[config.mk]
export PLATFORM = sky130hd
export DESIGN_NAME = ahbl_to_apb_bridge
export DESIGN_NICKNAME = d
export VERILOG_FILES = /design/src/rtl/ahbl_to_apb_bridge_pkg.sv /design/src/rtl/ahbl_to_apb_bridge.sv
export SDC_FILE = /design/constraint.sdc
export NUM_CORES = 1
export LEC_CHECK = 0
export BUFFER_PORTS_ARGS = -buffer_cell sky130_fd_sc_hd__clkbuf_2
export CAP_MARGIN = 20
export CORE_ASPECT_RATIO = 1.1
export CORE_MARGIN = 2
export CORE_UTILIZATION = 40
export DETAILED_ROUTE_END_ITERATION = 10
export PLACE_DENSITY = 0.91
export SETUP_SLACK_MARGIN = 0.15
export SYNTH_ARGS = -nofsm -noshare
export SYNTH_HDL_FRONTEND = slang
export SYNTH_SLANG_ARGS = --single-unit
[constraint.sdc]
create_clock -name clk -period 1.5 [get_ports clk]
set_input_delay 0.225 -clock clk [delete_from_list [all_inputs] [get_ports clk]]
set_output_delay 0.225 -clock clk [all_outputs]
set_load 0.05 [all_outputs]
[src/rtl/ahbl_to_apb_bridge_pkg.sv]
`default_nettype none
// ============================================================================
// Module      : ahbl_to_apb_bridge_pkg
// Description : Shared AHB-Lite codes, bridge FSM state type and the APB
//               byte-strobe decode used by the AHB-Lite to APB4 bridge.
// Revision    : 1.0 - initial release
// ============================================================================
package ahbl_to_apb_bridge_pkg;

    // AHB-Lite transfer type codes
    localparam logic [1:0] c_htrans_idle = 2'd0;
    localparam logic [1:0] c_htrans_busy = 2'd1;
    localparam logic [1:0] c_htrans_nseq = 2'd2;
    localparam logic [1:0] c_htrans_seq  = 2'd3;

    // AHB-Lite transfer size codes
    localparam logic [2:0] c_hsize_byte = 3'd0;
    localparam logic [2:0] c_hsize_half = 3'd1;
    localparam logic [2:0] c_hsize_word = 3'd2;

    // Bridge FSM states, explicitly encoded
    typedef enum logic [2:0] {
        ST_IDLE   = 3'd0,
        ST_SETUP  = 3'd1,
        ST_ACCESS = 3'd2,
        ST_ERR1   = 3'd3,
        ST_ERR2   = 3'd4
    } bridge_state_t;

    // Byte-lane strobes for a write; anything wider than a word enables all lanes
    function automatic logic [3:0] calc_pstrb(input logic [2:0] hsize,
                                              input logic [1:0] addr_lo);
        logic [3:0] strb;
        strb = 4'b1111;
        case (hsize)
            c_hsize_byte: strb = 4'b0001 << addr_lo;
            c_hsize_half: strb = 4'b0011 << {addr_lo[1], 1'b0};
            c_hsize_word: strb = 4'b1111;
            default:      strb = 4'b1111;
        endcase
        return strb;
    endfunction

endpackage
`default_nettype wire

[src/rtl/ahbl_to_apb_bridge.sv]
`default_nettype none
// ============================================================================
// Module      : ahbl_to_apb_bridge
// Description : AHB-Lite slave to APB4 master bridge. Each AHB beat becomes
//               one APB SETUP/ACCESS sequence; the AHB data phase is stalled
//               until the completer answers, and pslverr becomes the two-cycle
//               AHB ERROR response.
// Revision    : 1.0 - initial release
// ============================================================================
module ahbl_to_apb_bridge
    import ahbl_to_apb_bridge_pkg::*;
#(
    parameter int W_HADDR = 32,
    parameter int W_PADDR = 16,
    parameter int W_DATA  = 32
) (
    input  logic               clk,
    input  logic               rst,
    input  logic               ahbls_hready,
    output logic               ahbls_hready_resp,
    output logic               ahbls_hresp,
    input  logic [W_HADDR-1:0] ahbls_haddr,
    input  logic               ahbls_hwrite,
    input  logic [1:0]         ahbls_htrans,
    input  logic [2:0]         ahbls_hsize,
    input  logic [2:0]         ahbls_hburst,
    input  logic [3:0]         ahbls_hprot,
    input  logic               ahbls_hmastlock,
    input  logic [W_DATA-1:0]  ahbls_hwdata,
    output logic [W_DATA-1:0]  ahbls_hrdata,
    output logic [W_PADDR-1:0] apbm_paddr,
    output logic               apbm_psel,
    output logic               apbm_penable,
    output logic               apbm_pwrite,
    output logic [W_DATA-1:0]  apbm_pwdata,
    output logic [3:0]         apbm_pstrb,
    input  logic               apbm_pready,
    input  logic [W_DATA-1:0]  apbm_prdata,
    input  logic               apbm_pslverr
);

    bridge_state_t      r_state;
    logic [W_DATA-1:0]  r_hrdata;
    logic [W_PADDR-1:0] r_paddr;
    logic               r_pwrite;
    logic [3:0]         r_pstrb;

    logic w_active;
    logic w_accept;

    // Burst attributes, protection, lock and the upper address bits play no
    // part in an APB access; every beat is an independent transfer.
    logic w_unused_ok;
    assign w_unused_ok = ^{ahbls_hburst, ahbls_hprot, ahbls_hmastlock,
                           ahbls_haddr[W_HADDR-1:W_PADDR]};

    // A new beat may only be taken while the AHB side is not being stalled
    assign w_active = (ahbls_htrans == c_htrans_nseq) || (ahbls_htrans == c_htrans_seq);
    assign w_accept = ahbls_hready && w_active &&
                      ((r_state == ST_IDLE) || (r_state == ST_ERR2));

    // Bridge sequencer: state, captured address-phase controls and read data
    always_ff @(posedge clk) begin
        if (rst) begin
            r_state  <= ST_IDLE;
            r_hrdata <= '0;
            r_paddr  <= '0;
            r_pwrite <= 1'b0;
            r_pstrb  <= 4'b0000;
        end else begin
            if (w_accept) begin
                r_paddr  <= ahbls_haddr[W_PADDR-1:0];
                r_pwrite <= ahbls_hwrite;
                r_pstrb  <= ahbls_hwrite ? calc_pstrb(ahbls_hsize, ahbls_haddr[1:0]) : 4'b0000;
            end
            case (r_state)
                ST_IDLE: begin
                    if (w_accept) begin
                        r_state <= ST_SETUP;
                    end
                end
                ST_SETUP: begin
                    r_state <= ST_ACCESS;
                end
                ST_ACCESS: begin
                    if (apbm_pready) begin
                        if (apbm_pslverr) begin
                            r_state <= ST_ERR1;
                        end else begin
                            r_state <= ST_IDLE;
                            if (!r_pwrite) begin
                                r_hrdata <= apbm_prdata;
                            end
                        end
                    end
                end
                ST_ERR1: begin
                    r_state <= ST_ERR2;
                end
                ST_ERR2: begin
                    r_state <= w_accept ? ST_SETUP : ST_IDLE;
                end
                default: begin
                    r_state <= ST_IDLE;
                end
            endcase
        end
    end

    // Handshake outputs decode the registered state only, so no AHB input
    // reaches an AHB output combinationally.
    assign ahbls_hready_resp = (r_state == ST_IDLE) || (r_state == ST_ERR2);
    assign ahbls_hresp       = (r_state == ST_ERR1) || (r_state == ST_ERR2);
    assign apbm_psel         = (r_state == ST_SETUP) || (r_state == ST_ACCESS);
    assign apbm_penable      = (r_state == ST_ACCESS);

    // The AHB master holds write data stable through a stalled data phase
    assign apbm_pwdata  = ahbls_hwdata;
    assign ahbls_hrdata = r_hrdata;
    assign apbm_paddr   = r_paddr;
    assign apbm_pwrite  = r_pwrite;
    assign apbm_pstrb   = r_pstrb;

endmodule
`default_nettype wire

# After elaboration in Yosys (flattened, before gate mapping)
# Cells that the tools add are included.
# W data, S select, Z words.
# word_totals
in_bits	115
wordCells	35
regBits	56
out_inout_bits	89
# classes
eq_ne	9
muxes	7
shifts	2
bitwise	2
reduce_logical	10
# ops
cell	count
$pmux W3 S5	1
$pmux W4 S2	1
$eq A3 B1 Y1 const B	2
$eq A3 B2 Y1 const B	2
$logic_not A3 Y1	2
$mux W3	2
$eq A2 B2 Y1 const B	2
$logic_or A1 B1 Y1	4
$mux W4	1
$reduce_and A4 Y1	1
$shl A1 B2 Y4 const A	1
$shl A2 B2 Y4 const A	1
$eq A3 B3 Y1 const B	1
$logic_and A1 B1 Y1	2
$mux W2	1
$ne A2 B1 Y1 const B	1
$ne A2 B2 Y1 const B	1
$not A1 Y1	2
$reduce_and A2 Y1	1
$mux W1	1

# Depth between registers and ports, before layout
# Gate-level depths: netlist of the first run.
# logic_depth
depth_word	6
depth_mapped	5
ltp_nobuf	3

# Worst setup path after synthesis of the first run
# Ideal clock, no wire load.
# synth_timing
path_type	flip-flop to flip-flop
from	reg r_state[1]
to	reg r_hrdata[0] (netlist: ahbls_hrdata[0])
path_stages_with_launch	6
n_path_buf	2
required_time_ns	1.428
setup_slack_ns	-0.436
setup_ns	0.072
period_less_slack_ns	1.936
arrival_ns	1.864
cell_sequence	dfxtp_1 > nor3b_2 > nor3b_2 > buf_6 > buf_12 > mux2i_1
# synth_between
elab_chain_len	2
# synth_lines
item	line_no	text
start, declared	ahbl_to_apb_bridge.sv:42	bridge_state_t r_state;
start signal, assigned	ahbl_to_apb_bridge.sv:101	r_state <= w_accept ? ST_SETUP : ST_IDLE;
$eq A3 B2 Y1	--	
named net apbm_penable	ahbl_to_apb_bridge.sv:33	output logic apbm_penable,
$reduce_and A4 Y1 (no source line)	--	
end signal, assigned	ahbl_to_apb_bridge.sv:92	r_hrdata <= apbm_prdata;
end, declared	ahbl_to_apb_bridge.sv:43	logic [W_DATA-1:0] r_hrdata;
# The timed path passes the listed nets, and every way through them passes these cells.
# A chain may end at the register's enable or synchronous reset.

# Worst setup path in the final report of the first run
# layout_timing
from	reg r_state[1]
to	out apbm_psel
# layout_between
elab_chain_len	2
word_cells_on_any_way	3
cone_classes	2 x eq/ne; 1 x reduce/logical
# layout_lines
item	line_no	text
$eq A3 B1 Y1 or $eq A3 B2 Y1 (tied branches)	ahbl_to_apb_bridge.sv:114	assign apbm_psel = (r_state == ST_SETUP) || (r_state == ST_ACCESS);
$logic_or A1 B1 Y1 (*)	ahbl_to_apb_bridge.sv:114	
end, declared	ahbl_to_apb_bridge.sv:32	output logic apbm_psel,
# Mark *: on every way between the ends. The rest lies on a longest branch, timed or not.

==> PnR_summary.wiki, run 1 <==
{| class="wikitable"
! Metric !! Value
|-
| Status || complete, but fails checks
|-
| Failing checks || negative setup slack
|-
| Period minus WS final || between 1.5 and 2 ns
|-
| CP required || approximately 1.3 ns
|-
| Count of input and output buffers || about 110
|-
| Highest clock rate || around 640 MHz
|-
| Worst Setup End Kind || output port
|-
| Post-layout instance count excluding filler cells || between 400 and 500
|-
| Syn Nets || 403
|-
| Pre-Repair DR Iteration Count || 4
|-
| Core area || 0.006516 mm2
|-
| Initial antenna violation count || 0
|-
| Post-route DRC || 0
|-
| Antenna diodes || 0
|-
| Drt initial violations || 33
|-
| Detailed route wirelength on metal2 || roughly 3300 um
|-
| Worst-path fanout max || 7
|-
| Routed vias/inst || between 4 and 5
|-
| Cell type with the highest aggregate area in the netlist || sky130_fd_sc_hd__dfxtp_1
|-
| Half-perimeter wire length after placement || 3791 um
|-
| Path category of the worst min-delay check || in2reg
|-
| Async set-reset flop share out of synthesis || 0%
|-
| Top-level port count || roughly 200
|-
| Top cells by area, synth || sky130_fd_sc_hd__dfxtp_1, sky130_fd_sc_hd__nand2b_1, sky130_fd_sc_hd__mux2i_1
|-
| Bufs and invs on worst path || 1
|-
| Synthesis Warnings || 0
|-
| Worst IR Drop VDD || 405.6 uV
|-
| Compound-gate portion of the synthesized area || 6.262%
|-
| Avg Cell Area, Syn || 9.228 um2
|-
| Signed area change from the synthesized netlist to the final layout || 39.64%
|-
| Total power divided by cell area || 819.6 mW/mm2
|-
| Quantity of hold-fixing buffers added after cts || 0
|-
| CP Cell Sequence || or2b_1, a21oi_2, buf_8
|-
| GP Congestion || roughly 0.73
|-
| Delay of the slowest cell on the worst path || just under 0.4 ns
|-
| Final hold violations || 0
|-
| Number of different library cells in the post-synthesis netlist || 24
|-
| Top routing layer used || met4
|-
| Vert. Die Dim || 89.49 um
|-
| Met1 Routed Length || about 2700 um
|-
| Multi-input logic area || 0.001408 mm2
|-
| Share of synthesized area spent on multiplexers || 12.05%
|-
| Seq/Total Area, Yosys || 42.18%
|-
| Top FF cell, synth || sky130_fd_sc_hd__dfxtp_1
|-
| CTS tree || done
|-
| Worst relative slew slack || 67.70%
|-
| Crit Path Category || reg2out
|-
| Wire per inst || 14.35 um
|-
| Cells after DPL || 440
|-
| Count of clock tree sinks || between 50 and 60
|-
| Via count of the first global-routing pass || a little over 2k
|-
| Combined global-route utilization of all metal layers || 16.73%
|-
| RSZ-0062 raised after global routing || yes
|-
| CTS clk-pin slew, worst paths || 0.10 ns
|-
| Standard-cell row count || 31
|-
| Leakage power || roughly 0.0016 uW
|-
| Flops & latches, synth || 56
|-
| Remaining antenna violation count after routing || 0
|-
| Final-stage net count || 497
|-
| Overall routed net length || 6675 um
|-
| Final clock period utilization by the worst path || 104.6%
|-
| Post-synthesis cell count || 288
|-
| Crit-path slowest cell || sky130_fd_sc_hd__dfxtp_4
|-
| Total of fill cells in the finished design || approximately 560
|-
| Final instance area || 0.003711 mm2
|-
| Amount of wire on met3 after detailed routing || 562 um
|-
| Maximum number of pins on one net before global-route repair || 90
|-
| Clock H-tree levels || 2
|-
| Portion of synthesized cell area occupied by the leading cell type || a little over two fifths
|-
| Sequential Area || between 0.001 and 0.0015 mm2
|-
| Max-cap viol count || 0
|-
| Final Max Slew Viols || 0
|-
| CP startpoint kind || flop
|-
| Dominant combinational cell family by area after synthesis || simple AND/OR/NAND/NOR gates
|-
| Total setup violations reported at the end of the flow || 11
|-
| Cell family contributing the most delay on the critical path || flip-flops
|-
| Mapped Area || 0.002658 mm2
|-
| Global-route wire length before repair || 9363 um
|-
| DIE WIDTH || roughly 82 um
|-
| Adder-cell share of the synthesized area || 0%
|-
| Xor-xnor portion of the synthesized cell area || 0%
|-
| Placed inst area || 0.003053 mm2
|-
| Starting utilization of the core area || 40.78%
|-
| Buffers from clock root to sink, at most || 2
|-
| CTS buffer count || 5
|-
| Total gr overflow || 0
|-
| Worst-skew pair later-pin latency || 0.30 ns
|-
| Fraction of layout instances using a drive strength above 1 || 50.13%
|-
| Vias after detailed routing || 2268
|-
| Final Worst Setup Slack || -0.06849 ns
|-
| Library cell used as clock root buffer || sky130_fd_sc_hd__clkbuf_8
|-
| Die area || approximately 0.0073 mm2
|-
| Arr. time, crit path || 1.34 ns
|-
| Number of flops mapped to enable cells by yosys || 0
|-
| Worst clock skew on the final layout || about 0.0098 ns
|-
| Post-synthesis simple-gate area fraction || between 20% and 30%
|-
| Transition time at the pin with the least slew margin || 0.4785 ns
|}
-- per-layer routing --
layer  up-vias  GRT usage (%)
li1       1087              -
met4         0          6.818
met5         -              0
met3        23          4.646
met2       108          29.73
met1      1050          18.83
-- kinds of logic after synthesis --
family / Yosys count
multiplexers: 32
flip-flops: 56
AO/OA/AOI/OAI: 30
AND/OR/NAND/NOR: 119
buffers and inverters: 51
-- through the flow --
stage                     power [uW]  utilization, %  worst slack (ns)  TNS [ns]  hold slack [ns]
final                           3042           56.95          -0.06849   -0.2185           0.1470
after floorplan                 2128               -           -0.1941    -6.032           0.3610
after global placement          2037           46.85           0.09502         0           0.4424
after CTS                       3016           54.34          -0.02032  -0.02032           0.1186
after detailed placement        2050           46.85           0.03558         0           0.4471
after global routing            3167           56.95           -0.1197    -1.416           0.1272
-- path summary, 6_finish.rpt --
| kind | startpoint | cells after the start | end | slack (ns) |
|---|---|---|---|---|
| worst max-delay path | r_state[1] | 3 | apbm_psel | -0.07 |
| worst min-delay path | ahbls_haddr[11] | 3 | apbm_paddr[11] | 0.15 |
| worst max register to register | r_state[0] | 5 | apbm_pstrb[1] | -0.03 |
| worst min register to register | ahbls_hrdata[17] | 2 | ahbls_hrdata[17] | 0.48 |
-- layout by cell type (no fill, tap or decap), types with 2 or more instances in the layout --
cell | netlist | final
sky130_fd_sc_hd__o21a_1 | 2 | 2
sky130_fd_sc_hd__clkbuf_8 | 0 | 7
sky130_fd_sc_hd__a21boi_0 | 2 | 2
sky130_fd_sc_hd__nand2_4 | 0 | 18
sky130_fd_sc_hd__clkbuf_1 | 10 | 2
sky130_fd_sc_hd__dfxtp_4 | 0 | 2
sky130_fd_sc_hd__nor2_1 | 3 | 2
sky130_fd_sc_hd__buf_4 | 32 | 9
sky130_fd_sc_hd__buf_8 | 0 | 2
sky130_fd_sc_hd__a21oi_2 | 0 | 20
sky130_fd_sc_hd__nand2b_1 | 68 | 68
sky130_fd_sc_hd__buf_6 | 1 | 4
sky130_fd_sc_hd__clkbuf_2 | 0 | 109
sky130_fd_sc_hd__nor3b_4 | 0 | 2
sky130_fd_sc_hd__buf_12 | 3 | 4
sky130_fd_sc_hd__mux2i_1 | 32 | 31
sky130_fd_sc_hd__buf_16 | 0 | 6
sky130_fd_sc_hd__o21ai_1 | 0 | 3
sky130_fd_sc_hd__dfxtp_1 | 56 | 53
sky130_fd_sc_hd__nand3b_1 | 4 | 4
sky130_fd_sc_hd__nand2_1 | 37 | 18
-- registers in the layout (all words and copies together) (netlist names) --
name and cells:
ahbls_hrdata 32, apbm_paddr 16, apbm_pstrb 4, r_state 3, apbm_pwrite 1
-- synthesized netlist by cell type (2+ instances only) --
library cell                n
sky130_fd_sc_hd__nand2b_1  68
sky130_fd_sc_hd__dfxtp_1   56
sky130_fd_sc_hd__nand2_1   37
sky130_fd_sc_hd__buf_4     32
sky130_fd_sc_hd__mux2i_1   32
sky130_fd_sc_hd__a21oi_1   20
sky130_fd_sc_hd__clkbuf_1  10
sky130_fd_sc_hd__buf_2      4
sky130_fd_sc_hd__nand3b_1   4
sky130_fd_sc_hd__o21ai_0    4
sky130_fd_sc_hd__buf_12     3
sky130_fd_sc_hd__nor2_1     3
sky130_fd_sc_hd__a21boi_0   2
sky130_fd_sc_hd__nor3b_2    2
sky130_fd_sc_hd__o21a_1     2
-- cell type report --
cell class	count	share of cell area (%)
flip-flops and latches	56	30.44
repair buffers	137	26.33
well taps	82	2.765
clock buffers	8	2.428
inverters	1	0.1011
multi-input cells	181	37.93
-- worst reg2reg max path, cell delays in order, from the launching register on --
cell and delay, ns:
sky130_fd_sc_hd__dfxtp_4 0.39, sky130_fd_sc_hd__or4bb_4 0.60, sky130_fd_sc_hd__buf_12 0.16, sky130_fd_sc_hd__buf_12 0.13
sky130_fd_sc_hd__nand3b_1 0.07, sky130_fd_sc_hd__o21ai_1 0.07
-- power breakdown --
part | switching [uW] | total [uW] | internal, uW
Clock | 472 | 851 | 378
Combinational | 353 | 627 | 273
Sequential | 40.2 | 1560 | 1520
Total | 866 | 3040 | 2180
-- repair_timing --
action                                  CTS  global route
gates resized for setup                  48            43
endpoints found under the setup margin   52            59
cloned                                    6             0
setup buffers                             8             3
pin swaps                                17            22
(Power assumes the default switching activity.)
==> run 2, diff against run 1 <==
==> constraint.sdc (replaced) <==
create_clock -name clk -period 1.5 [get_ports clk]
set_input_delay 0.075 -clock clk [delete_from_list [all_inputs] [get_ports clk]]
set_output_delay 0.075 -clock clk [all_outputs]
set_load 0.05 [all_outputs]
==> PnR_summary.wiki, run 2 (same netlist as run 1, synthesis figures left out) <==
{| class="wikitable"
! Metric !! Value
|-
| Maximum number of pins on one net before global-route repair || 90 (unchanged)
|-
| Core area || 0.006516 mm2 (unchanged)
|-
| Cell depth of the worst hold path || 3 (unchanged)
|-
| Instance count on the critical path || 5 (+2)
|-
| Library cell used as clock root buffer || sky130_fd_sc_hd__clkbuf_8
|-
| Most common library cell in the layout ignoring fill and taps || sky130_fd_sc_hd__clkbuf_2
|-
| Final-stage net count || 512 (+3.0%)
|-
| FF-to-FF End || apbm_pwrite
|-
| Origin of the critical flop-to-flop path || r_state[1]
|-
| Overall routed net length || 6644 um (-0.46%)
|-
| TNS Setup || -0.03302 ns (+0.1855 ns)
|-
| Post-route DRC || 0 (unchanged)
|-
| Transition time at the pin with the least slew margin || 0.3564 ns (-0.1220 ns)
|-
| Vias after detailed routing || 2327 (+2.6%)
|-
| Die area || 0.007313 mm2 (unchanged)
|-
| CTS buffer count || 5 (unchanged)
|-
| Starting utilization of the core area || 40.78% (unchanged)
|-
| GRT met1 Usage || 17.18% (-1.6 points)
|-
| Path category of the worst min-delay check || in2reg
|-
| Final Worst Setup Slack || -0.02662 ns (+0.04187 ns)
|-
| Met2 Usage GRT || 30.03% (+0.30 points)
|-
| Total gr overflow || 0 (unchanged)
|-
| Fraction of layout instances using a drive strength above 1 || 43.22% (-6.9 points)
|-
| Leakage power || 0.001594 uW (+0.58%)
|-
| Failing checks || negative setup slack
|-
| Grt peak-use layer || met2
|-
| Part of the total power dissipated in the clock network || 28.1% (about the same)
|-
| Delay of the slowest cell on the worst path || 0.59 ns (+0.20 ns)
|-
| Met3 demand-to-capacity share in global routing || 4.343% (-0.30 points)
|-
| Net switching share of the total power || 27.85% (-0.61 points)
|-
| Global-route wire length before repair || 9177 um (-2.0%)
|-
| Overall power consumption || 3011 uW (-0.99%)
|-
| Hold path startpoint || apbm_prdata[19]
|-
| Remaining antenna violation count after routing || 0 (unchanged)
|-
| GP Congestion || 0.7240 (-0.59%)
|-
| Buffers from clock root to sink, at most || 2 (unchanged)
|-
| Count of clock tree sinks || 56 (unchanged)
|-
| DIE WIDTH || 81.72 um (unchanged)
|-
| Initial antenna violation count || 0 (unchanged)
|-
| Max FFs per register || 32 (unchanged)
|-
| CTS clk-pin slew, worst paths || 0.10 ns (about the same)
|-
| Cell family contributing the most delay on the critical path || simple AND/OR/NAND/NOR gates
|-
| Signed area change from the synthesized netlist to the final layout || 40.25%
|-
| Period minus WS final || 1.527 ns (-0.04187 ns)
|-
| Worst clock skew on the final layout || 0.004605 ns (-0.005177 ns)
|-
| Via count of the first global-routing pass || 2088 (+2.9%)
|-
| Cell count of the worst reg-to-reg path || 5 (unchanged)
|-
| Worst IR Drop VDD || 570.1 uV (+41%)
|-
| Crit Path Category || reg2reg
|-
| CP startpoint kind || flop
|-
| Most used cells in the layout excluding fill and tap cells || sky130_fd_sc_hd__clkbuf_2, sky130_fd_sc_hd__nand2b_1, sky130_fd_sc_hd__dfxtp_1
|-
| Arr. time, crit path || 1.71 ns (+0.37 ns)
|-
| Bufs and invs on worst path || 2 (+1)
|-
| Crit-path slowest cell || sky130_fd_sc_hd__or4bb_4
|-
| Reg-to-reg slack, setup || -0.03 ns (about the same)
|-
| Switching Power || 838.7 uW (-3.1%)
|-
| Pre-Repair DR Iteration Count || 4 (unchanged)
|-
| Wire per inst || 13.84 um (-3.6%)
|-
| Worst setup path startpoint || r_state[1]
|-
| Final hold violations || 0 (unchanged)
|-
| CP Cell Sequence || buf_6, or4bb_4, clkbuf_16, nand2_1, a21oi_1
|-
| Vert. Die Dim || 89.49 um (unchanged)
|-
| Antenna diodes || 0 (unchanged)
|-
| Worst-skew pair later-pin latency || 0.30 ns (about the same)
|-
| Cells after DPL || 441 (+0.23%)
|-
| Final clock period utilization by the worst path || 101.8% (-2.8 points)
|-
| Register share of total power || 51.7% (+0.3 points)
|-
| Total setup violations reported at the end of the flow || 5 (-6)
|-
| Combinational fraction of design power || 20.3% (-0.3 points)
|-
| Endpoint of the worst hold-timing path || ahbls_hrdata[19]
|-
| Worst Setup End Kind || flop
|-
| Internal power of the cells || 2173 uW (-0.15%)
|-
| Final Max Slew Viols || 0 (unchanged)
|-
| Half-perimeter wire length after placement || 3916 um (+3.3%)
|-
| RSZ-0062 raised after global routing || yes
|-
| Status || complete, but fails checks
|-
| Count of input and output buffers || 114 (unchanged)
|-
| Worst-path fanout max || 11 (+4)
|-
| Drt initial violations || 46 (+39%)
|-
| CP required || 1.69 ns (+0.42 ns)
|-
| Standard-cell row count || 31 (unchanged)
|-
| Worst relative slew slack || 75.94% (+8.2 points)
|-
| Post-layout instance count excluding filler cells || 480 (+3.2%)
|-
| Clock H-tree levels || 2 (unchanged)
|-
| Combined global-route utilization of all metal layers || 16.11% (-0.62 points)
|-
| CTS tree || done
|-
| Routed vias/inst || 4.848 (-0.60%)
|-
| Top-level port count || 204 (unchanged)
|-
| Max-cap viol count || 0 (unchanged)
|-
| Total power divided by cell area || 807.9 mW/mm2 (-1.4%)
|-
| Highest clock rate || 655.0 MHz (+2.7%)
|}
## run 2: cell count changes in the layout (fill, tap and decap cells not counted), moves of 2 or more
cell / previous run / this run
sky130_fd_sc_hd__a21oi_1: 0 / 10
sky130_fd_sc_hd__a21oi_2: 20 / 10
sky130_fd_sc_hd__buf_16: 6 / 3
sky130_fd_sc_hd__buf_4: 9 / 7
sky130_fd_sc_hd__buf_6: 4 / 6
sky130_fd_sc_hd__dlygate4sd3_1: 0 / 16
sky130_fd_sc_hd__nand2_1: 18 / 26
sky130_fd_sc_hd__nand2_4: 18 / 9
## run 2: per-stage QoR
stage / setup slack (ns) / util, % / hold slack [ns] / instance area [um2]
after global routing: -0.06183 / 57.20 / 0.009479 / 3727
after global placement: 0.09024 / 46.97 / 0.1503 / 3060
after floorplan: -0.1941 / - / 0.2110 / 2673
final: -0.02662 / 57.20 / 0.003275 / 3727
after CTS: 0.007159 / 53.44 / 0.00005929 / 3482
after detailed placement: 0.04186 / 46.97 / 0.1503 / 3060
## run 2: worst max path at each step
stage | slack (ns) | to
floorplan | -0.19 | ahbls_hrdata[0]
global placement | 0.09 | ahbls_hrdata[1]
detailed placement | 0.04 | ahbls_hrdata[23]
CTS | 0.007 | apbm_psel
global route | -0.06 | ahbls_hrdata[22]
finish | -0.03 | apbm_pwrite
## run 2: power by group through the flow
stage	registers (uW)	clock network, uW	logic (uW)
global route	1560	923	649
global placement	1580	0	457
detailed placement	1590	0	470
floorplan	1710	0	417
CTS	1550	881	530
finish	1560	845	611
## run 2: worst min-delay path, cell delays in order
cell and delay [ns]:
sky130_fd_sc_hd__clkbuf_2 0.08, sky130_fd_sc_hd__nand2b_1 0.05, sky130_fd_sc_hd__mux2i_1 0.06
## run 2: metal layers
metal / part of all wire, % / wire length, um
met4: 2.7 / 177
met2: 50 / 3307
met3: 8.7 / 577
met5: 0 / 0
met1: 39 / 2582
## run 2: layout make-up
cell class	instances	area, um2
Timing Repair Buffer	152	1096
Inverter	1	3.754
Fill cell	550	2789
Clock buffer	8	90.09
Tap cell	82	102.6
Multi-Input combinational cell	181	1305
Sequential cell	56	1130
## run 2: repair_timing
item                       CTS  global route
hold endpoints to repair    15             1
hold buffers                15             1
buffers inserted             6             4
cloned                       3             2
setup endpoints to repair   39            58
pin swaps                    1            22
gates resized for setup     14            50
